## config.mk

```make
export PLATFORM = sky130hd
export DESIGN_NAME = microwave_control
export DESIGN_NICKNAME = d
export VERILOG_FILES = /design/src/rtl/microwave_ctrl_pkg.sv /design/src/rtl/mw_sync.sv /design/src/rtl/microwave_control.sv
export SDC_FILE = /design/constraint.sdc
export NUM_CORES = 1
export LEC_CHECK = 0
export ABC_AREA = 1
export CAP_MARGIN = 5
export CELL_PAD_IN_SITES_DETAIL_PLACEMENT = 0
export CELL_PAD_IN_SITES_GLOBAL_PLACEMENT = 2
export CORE_AREA = 10 10 47 49
export CTS_CLUSTER_DIAMETER = 80
export DETAILED_ROUTE_END_ITERATION = 6
export DIE_AREA = 0 0 57 59
export MAX_ROUTING_LAYER = met4
export PLACE_DENSITY_LB_ADDON = 0.05
export SLEW_MARGIN = 20
export SYNTH_ARGS = -nofsm -noshare
export SYNTH_HDL_FRONTEND = slang
export SYNTH_SLANG_ARGS = --single-unit
export TNS_END_PERCENT = 5
```

## constraint.sdc

```tcl
create_clock -name clk -period 0.93 [get_ports clk]
set_input_delay 0.2325 -clock clk [delete_from_list [all_inputs] [get_ports clk]]
set_output_delay 0.2325 -clock clk [all_outputs]
set_load 0.01 [all_outputs]
```

## src/rtl/microwave_ctrl_pkg.sv

```systemverilog
// microwave_ctrl_pkg
//   Shared constants and the FSM state type for the microwave cook-enable
//   controller.
//   ST_IDLE / ST_COOKING    : one-bit FSM encodings
//   BTN_PRESSED / BTN_RELEASED : levels of the active-low front-panel buttons
package microwave_ctrl_pkg;

   localparam logic ST_IDLE      = 1'b0;
   localparam logic ST_COOKING   = 1'b1;

   localparam logic BTN_PRESSED  = 1'b0;
   localparam logic BTN_RELEASED = 1'b1;

   typedef enum logic {
      IDLE    = ST_IDLE,
      COOKING = ST_COOKING
   } state_t;

endpackage

```

## src/rtl/mw_sync.sv

```systemverilog
// mw_sync
//   One-bit synchronizer: a chain of STAGES flops with asynchronous,
//   active-high reset to RESET_VAL.
//   Ports:
//     clk  in  1  system clock
//     rst  in  1  asynchronous active-high reset
//     d    in  1  asynchronous input
//     q    out 1  synchronized output
module mw_sync #(
   parameter int   STAGES    = 2,
   parameter logic RESET_VAL = 1'b0
) (
   input  logic clk,
   input  logic rst,
   input  logic d,
   output logic q
);

   logic [STAGES-1:0] chain;

   always_ff @(posedge clk or posedge rst) begin
      if (rst) chain <= {STAGES{RESET_VAL}};
      else     chain <= {chain[STAGES-2:0], d};
   end

   assign q = chain[STAGES-1];

endmodule

```

## src/rtl/microwave_control.sv

```systemverilog
// microwave_control
//   Cook-enable controller: decides when the magnetron is energised from the
//   front-panel buttons, the door switch and the timer expiry flag.
//   Optional build macro INPUT_SYNC_EN: when defined, every input passes
//   through a SYNC_STAGES-deep synchronizer (mw_sync) before use.
//   Ports:
//     clk            in   1  system clock
//     rst            in   1  asynchronous active-high reset
//     start          in   1  start button, active-low
//     stop           in   1  stop button, active-low
//     clear          in   1  clear button, active-low
//     closed_door    in   1  door switch, 1 = closed
//     finished_time  in   1  timer expired, 1 = no time remaining
//     magnetron      out  1  magnetron enable, 1 = heating
//
//   state   | meaning
//   IDLE    | magnetron off, waiting for a fresh start press with no kill
//   COOKING | magnetron on until any kill condition appears
module microwave_control
   import microwave_ctrl_pkg::*;
#(
   parameter int SYNC_STAGES = 2
) (
   input  logic clk,
   input  logic rst,
   input  logic start,
   input  logic stop,
   input  logic clear,
   input  logic closed_door,
   input  logic finished_time,
   output logic magnetron
);

   if (SYNC_STAGES < 2) begin : g_bad_stages
      $error("microwave_control: SYNC_STAGES must be >= 2");
   end

   logic s_start, s_stop, s_clear, s_closed_door, s_finished_time;

`ifdef INPUT_SYNC_EN
   mw_sync #(.STAGES(SYNC_STAGES), .RESET_VAL(BTN_RELEASED)) u_sync_start (
      .clk(clk), .rst(rst), .d(start), .q(s_start));
   mw_sync #(.STAGES(SYNC_STAGES), .RESET_VAL(BTN_RELEASED)) u_sync_stop (
      .clk(clk), .rst(rst), .d(stop), .q(s_stop));
   mw_sync #(.STAGES(SYNC_STAGES), .RESET_VAL(BTN_RELEASED)) u_sync_clear (
      .clk(clk), .rst(rst), .d(clear), .q(s_clear));
   mw_sync #(.STAGES(SYNC_STAGES), .RESET_VAL(1'b0)) u_sync_door (
      .clk(clk), .rst(rst), .d(closed_door), .q(s_closed_door));
   mw_sync #(.STAGES(SYNC_STAGES), .RESET_VAL(1'b1)) u_sync_finished (
      .clk(clk), .rst(rst), .d(finished_time), .q(s_finished_time));
`else
   assign s_start         = start;
   assign s_stop          = stop;
   assign s_clear         = clear;
   assign s_closed_door   = closed_door;
   assign s_finished_time = finished_time;
`endif

   logic   prev_start;
   logic   start_press;
   logic   kill;
   state_t state;

   assign start_press = (prev_start == BTN_RELEASED) && (s_start == BTN_PRESSED);
   assign kill        = (s_stop == BTN_PRESSED) || (s_clear == BTN_PRESSED) ||
                        !s_closed_door || s_finished_time;

   // magnetron is loaded from the next-state decision so it tracks state
   // with a single clock of latency from the qualifying edge. Plain 'if'
   // treats an X condition as false, so unknown inputs never start cooking.
   always_ff @(posedge clk or posedge rst) begin
      if (rst) begin
         prev_start <= BTN_RELEASED;
         state      <= IDLE;
         magnetron  <= 1'b0;
      end else begin
         prev_start <= s_start;
         case (state)
            IDLE: begin
               if (start_press && !kill) begin
                  state     <= COOKING;
                  magnetron <= 1'b1;
               end
            end
            COOKING: begin
               if (kill) begin
                  state     <= IDLE;
                  magnetron <= 1'b0;
               end
            end
            default: begin
               state     <= IDLE;
               magnetron <= 1'b0;
            end
         endcase
      end
   end

endmodule

```

Word level (Yosys, flattened, before mapping)
Index checks and enable logic that the tools add are counted.
{"block": "word_totals", "reg_bits": 3, "out_inout_bits": 1}
{"block": "classes", "n_eq_ne": 2, "n_bitwise": 4, "n_mux": 6, "n_reduce_logical": 8}
{"cell": "$mux W1", "n": 4}
{"cell": "$ne A2 B2 Y1 const B", "n": 2}
{"cell": "$not A1 Y1", "n": 4}
{"cell": "$pmux W1 S2", "n": 2}
{"cell": "$logic_or A1 B1 Y1", "n": 3}
{"cell": "$logic_and A1 B1 Y1", "n": 2}
{"cell": "$logic_not A1 Y1", "n": 2}
{"cell": "$reduce_and A2 Y1", "n": 1}

Depth between registers and ports, before layout
{"block": "logic_depth", "word_depth": 8, "mapped_depth": 5, "mapped_depth_nobuf": 5}

Worst setup path before layout
OpenSTA, ideal clock, no wires.
{"block": "synth_timing", "kind": "reg2reg", "startpoint": "reg prev_start", "endpoint": "reg state", "setup_ps": 64, "path_slack_ps": 162, "synth_period_minus_slack_ps": 768, "t_arrival_ps": 704, "stages_incl_launch_ff": 4, "cell_sequence": "dfstp_2 inv_1 nor2_1 o21a_1"}
{"block": "synth_via", "elab_chain_len": 4}
{"element": "start, declared", "line": "microwave_control.sv:59", "rtl": "logic prev_start;"}
{"element": "start signal, assigned", "line": "microwave_control.sv:77", "rtl": "prev_start <= s_start;"}
{"element": "$logic_and A1 B1 Y1", "line": "microwave_control.sv:64", "rtl": "assign start_press = (prev_start == BTN_RELEASED) && (s_start == BTN_PRESSED);"}
{"element": "$logic_and A1 B1 Y1", "line": "microwave_control.sv:80", "rtl": "if (start_press && !kill) begin"}
{"element": "$mux W1", "line": "microwave_control.sv:80"}
{"element": "$pmux W1 S2", "line": "microwave_control.sv:78", "rtl": "case (state)"}
{"element": "end signal, assigned", "line": "microwave_control.sv:74", "rtl": "state <= IDLE;"}
{"element": "end signal, assigned", "line": "microwave_control.sv:81", "rtl": "state <= COOKING;"}
{"element": "end signal, assigned", "line": "microwave_control.sv:87", "rtl": "state <= IDLE;"}
{"element": "end, declared", "line": "microwave_control.sv:62", "rtl": "state_t state;"}
No other way between the ends.
A chain may end at the register's enable or synchronous reset.

Worst setup path after layout
{"block": "layout_timing", "startpoint": "reg magnetron", "endpoint": "out magnetron"}
{"element": "start, declared", "line": "microwave_control.sv:31", "rtl": "output logic magnetron"}
{"element": "start signal, assigned", "line": "microwave_control.sv:75", "rtl": "magnetron <= 1'b0;"}
{"element": "start signal, assigned", "line": "microwave_control.sv:82", "rtl": "magnetron <= 1'b1;"}
{"element": "start signal, assigned", "line": "microwave_control.sv:88", "rtl": "magnetron <= 1'b0;"}
No word-level cell between the ends.

==> flow_metrics.py <==
metrics = {
    "logic_synthesis": {
        "ys_types": 8,
        "ys_ff_latch": 3,
        "synth.area.top_cells": "dfrtp_1, dfstp_2, nor2_1",
        "yosys.area.top_type_share_pct": 36.70,
        "yosys_warnings": 0,
        "synth_fp_nets": 24,
        "avgSynthCellArea_um2": 8.022,
        "synth-seq-area-share_pct": 55.96,
        "synth_cells": 17,
        "synth_top_area_cell": "dfrtp_1",
        "syn_area_um2": 136.4,
    },
    "setup_path": {
        "timing.rr.start": "magnetron",
        "r2r-end": "magnetron",
        "startpoint_type": "flop",
        "required_ns": 0.70,
        "cp_slowest_stage_delay_ns": 0.36,
        "cp.arrival_ns": 0.73,
        "rr_worst_depth": 5,
        "path_delay_family": "flip-flops",
        "cp_num_buf_inv": 1,
        "crit_path_end": "magnetron",
        "slowest_stage": "dfrtp_1",
        "r2r_setup_slack_ns": 0.12,
        "cp_cell_sequence": "buf_2",
        "path_depth": 1,
        "crit_type": "reg2out",
        "endpoint_kind": "primary output",
        "cp_max_fo": 2,
        "crit_start": "magnetron",
    },
    "final_layout": {
        "drive_gt1_share_pct": 24.14,
        "finalNonFillerCells": 45,
        "final_nets": 37,
        "n_antenna_cell": 0,
        "area_growth_pct": 87.16,
    },
    "clock_tree": {
        "cts-root-buf": "clkbuf_4",
        "htree_levels": 1,
        "cts_tree": "yes",
        "clock_path_buffers": 2,
        "clock-sinks": 3,
        "path_clk_slew_ns": 0.04,
        "clkLatencyLatePin_ns": 0.23,
        "ctsHoldBuffers": 0,
        "cts_made_buffers": 3,
    },
    "place": {
        "dp_cells": 41,
        "gp_congestion": 0.6751,
        "io_buffers": 7,
    },
    "global_route": {
        "grt.busiest_layer": "met3",
        "use_met2_pct": 2.946,
        "first_global_vias": 153,
        "grt_max_degree": 4,
        "grt_use_met1_pct": 2.500,
        "antenna_found_initial": 0,
        "grt_pass1_wl_um": 614,
        "gr-usage-met3_pct": 3.433,
        "overflow": 0,
        "grt_usage_pct": 2.757,
    },
    "sta": {
        "rsz0062_at_grt": "yes",
        "worst_slack_ns": -0.03160,
        "max_slew_margin_pct": 92.02,
        "worst_pin_slew_ns": 0.1195,
        "clock_skew_ns": 0.001366,
        "min_period_ns": 0.9616,
        "setup_viol": 1,
        "slew_viol_final": 0,
        "hold_viol_final": 0,
        "period_share_pct": 103.4,
        "fmax_ghz": 1.040,
    },
    "run": {
        "drv_cap": 0,
    },
    "power_and_ir_drop": {
        "power_density_nw_per_um2": 1600,
        "vdd_ir_drop_max_v": 0.0003161,
        "p_total_uw": 408.4,
        "leakagePower_uw": 0.0001238,
    },
    "run_status": {
        "run_status": "finished, violations left",
        "failed_checks": "negative setup slack",
    },
    "routing": {
        "wire_per_inst_um": 7.711,
        "ant_nets": 0,
        "drc": 0,
        "drt-initial-drc-count": 0,
        "vias": 135,
        "drtPass1Iterations": 1,
        "avgViaCountPerCell": 3.000,
        "drt_wl_total_um": 347,
    },
    "floorplanning": {
        "pin_count": 8,
        "die_h_um": 59,
        "dieArea_um2": 3363,
        "core_area_um2": 1401,
        "start_util_pct": 9.732,
        "rows": 14,
        "die_x_um": 57,
    },
    "worst_hold_path": {
        "holdCritPathClass": "in2async",
    },
}
==> cell usage in the layout, fill, tap and decap left out <==
cell type        instances
nor2_2                   1
buf_4                    1
o21a_1                   1
clkbuf_4                 3
clkbuf_1                 1
buf_2                    1
nand2_1                  2
dfrtp_1                  2
inv_1                    4
dfstp_2                  1
a21oi_1                  1
nor2_1                   5
clkdlybuf4s50_1          6
==> area by class of cell <==
cell class	count	area (um2)
Fill cell	173	1146
Sequential cell	3	76.32
Timing Repair Buffer	8	72.57
Multi-Input combinational cell	10	45.04
Clock buffer	4	26.28
Tap cell	16	20.02
Inverter	4	15.01
==> where the power goes <==
part           switching [uW]  internal (uW)  total [uW]
sequential               1.60            136         138
clock                    68.1            161         229
combinational            13.5           28.1        41.6
total                    83.1            325         408
==> sequential cells by signal, summed over array words and instances (netlist names) <==
name and cells:
magnetron 1, state 1, prev_start 1
==> metrics by stage <==
step	setup TNS (ns)	worst slack (ns)	utilization, %	cell area (um2)	hold WS (ns)
detailed placement	-0.4977	-0.1731	16.70	234.0	0.4168
global placement	-0.4814	-0.1714	16.70	234.0	0.4135
floorplan	0	0.1617	-	136.4	-0.01458
global route	-0.07783	-0.07783	18.21	255.2	0.1806
CTS	-0.04654	-0.04654	18.21	255.2	0.1646
finish	-0.03160	-0.03160	18.21	255.2	0.1667
==> metal layers <==
metal / vias up / routed length, um
met1: 56 / 178
met2: 7 / 129
met5: - / 0
met4: 0 / 0
li1: 72 / -
met3: 0 / 39
==> cell usage after synthesis <==
| library cell | instances |
|---|---|
| dfrtp_1 | 2 |
| a21oi_1 | 1 |
| nor2_2 | 1 |
| nand2_1 | 2 |
| inv_1 | 4 |
| nor2_1 | 5 |
| dfstp_2 | 1 |
| o21a_1 | 1 |
==> worst reg2reg max path, stage by stage, from the launching register on <==
cell     delay (ns)
dfrtp_1        0.36
buf_4          0.13
inv_1          0.04
nor2_1         0.03
nor2_1         0.09
nor2_1         0.04
==> worst min path at each step <==
stage / to / slack, ns
after floorplan: magnetron / -0.01
after global placement: state / 0.41
after detailed placement: state / 0.42
after CTS: magnetron / 0.16
after global routing: state / 0.18
final: magnetron / 0.17
==> kinds of logic (layout without fill, tap and decap cells) <==
kind of cell / count (synthesis) / count (layout) / synth area share (%)
buf+inv: 4 / 16 / 11.01
simple gates: 8 / 8 / 23.86
flops: 3 / 3 / 55.97
compound gates: 2 / 2 / 9.173
==> timing repair <==
item,CTS,global route
resized for setup,4,0
buffers inserted,0,0
setup endpoints to repair,1,1
Note: power is estimated with default switching activity, not from simulation.
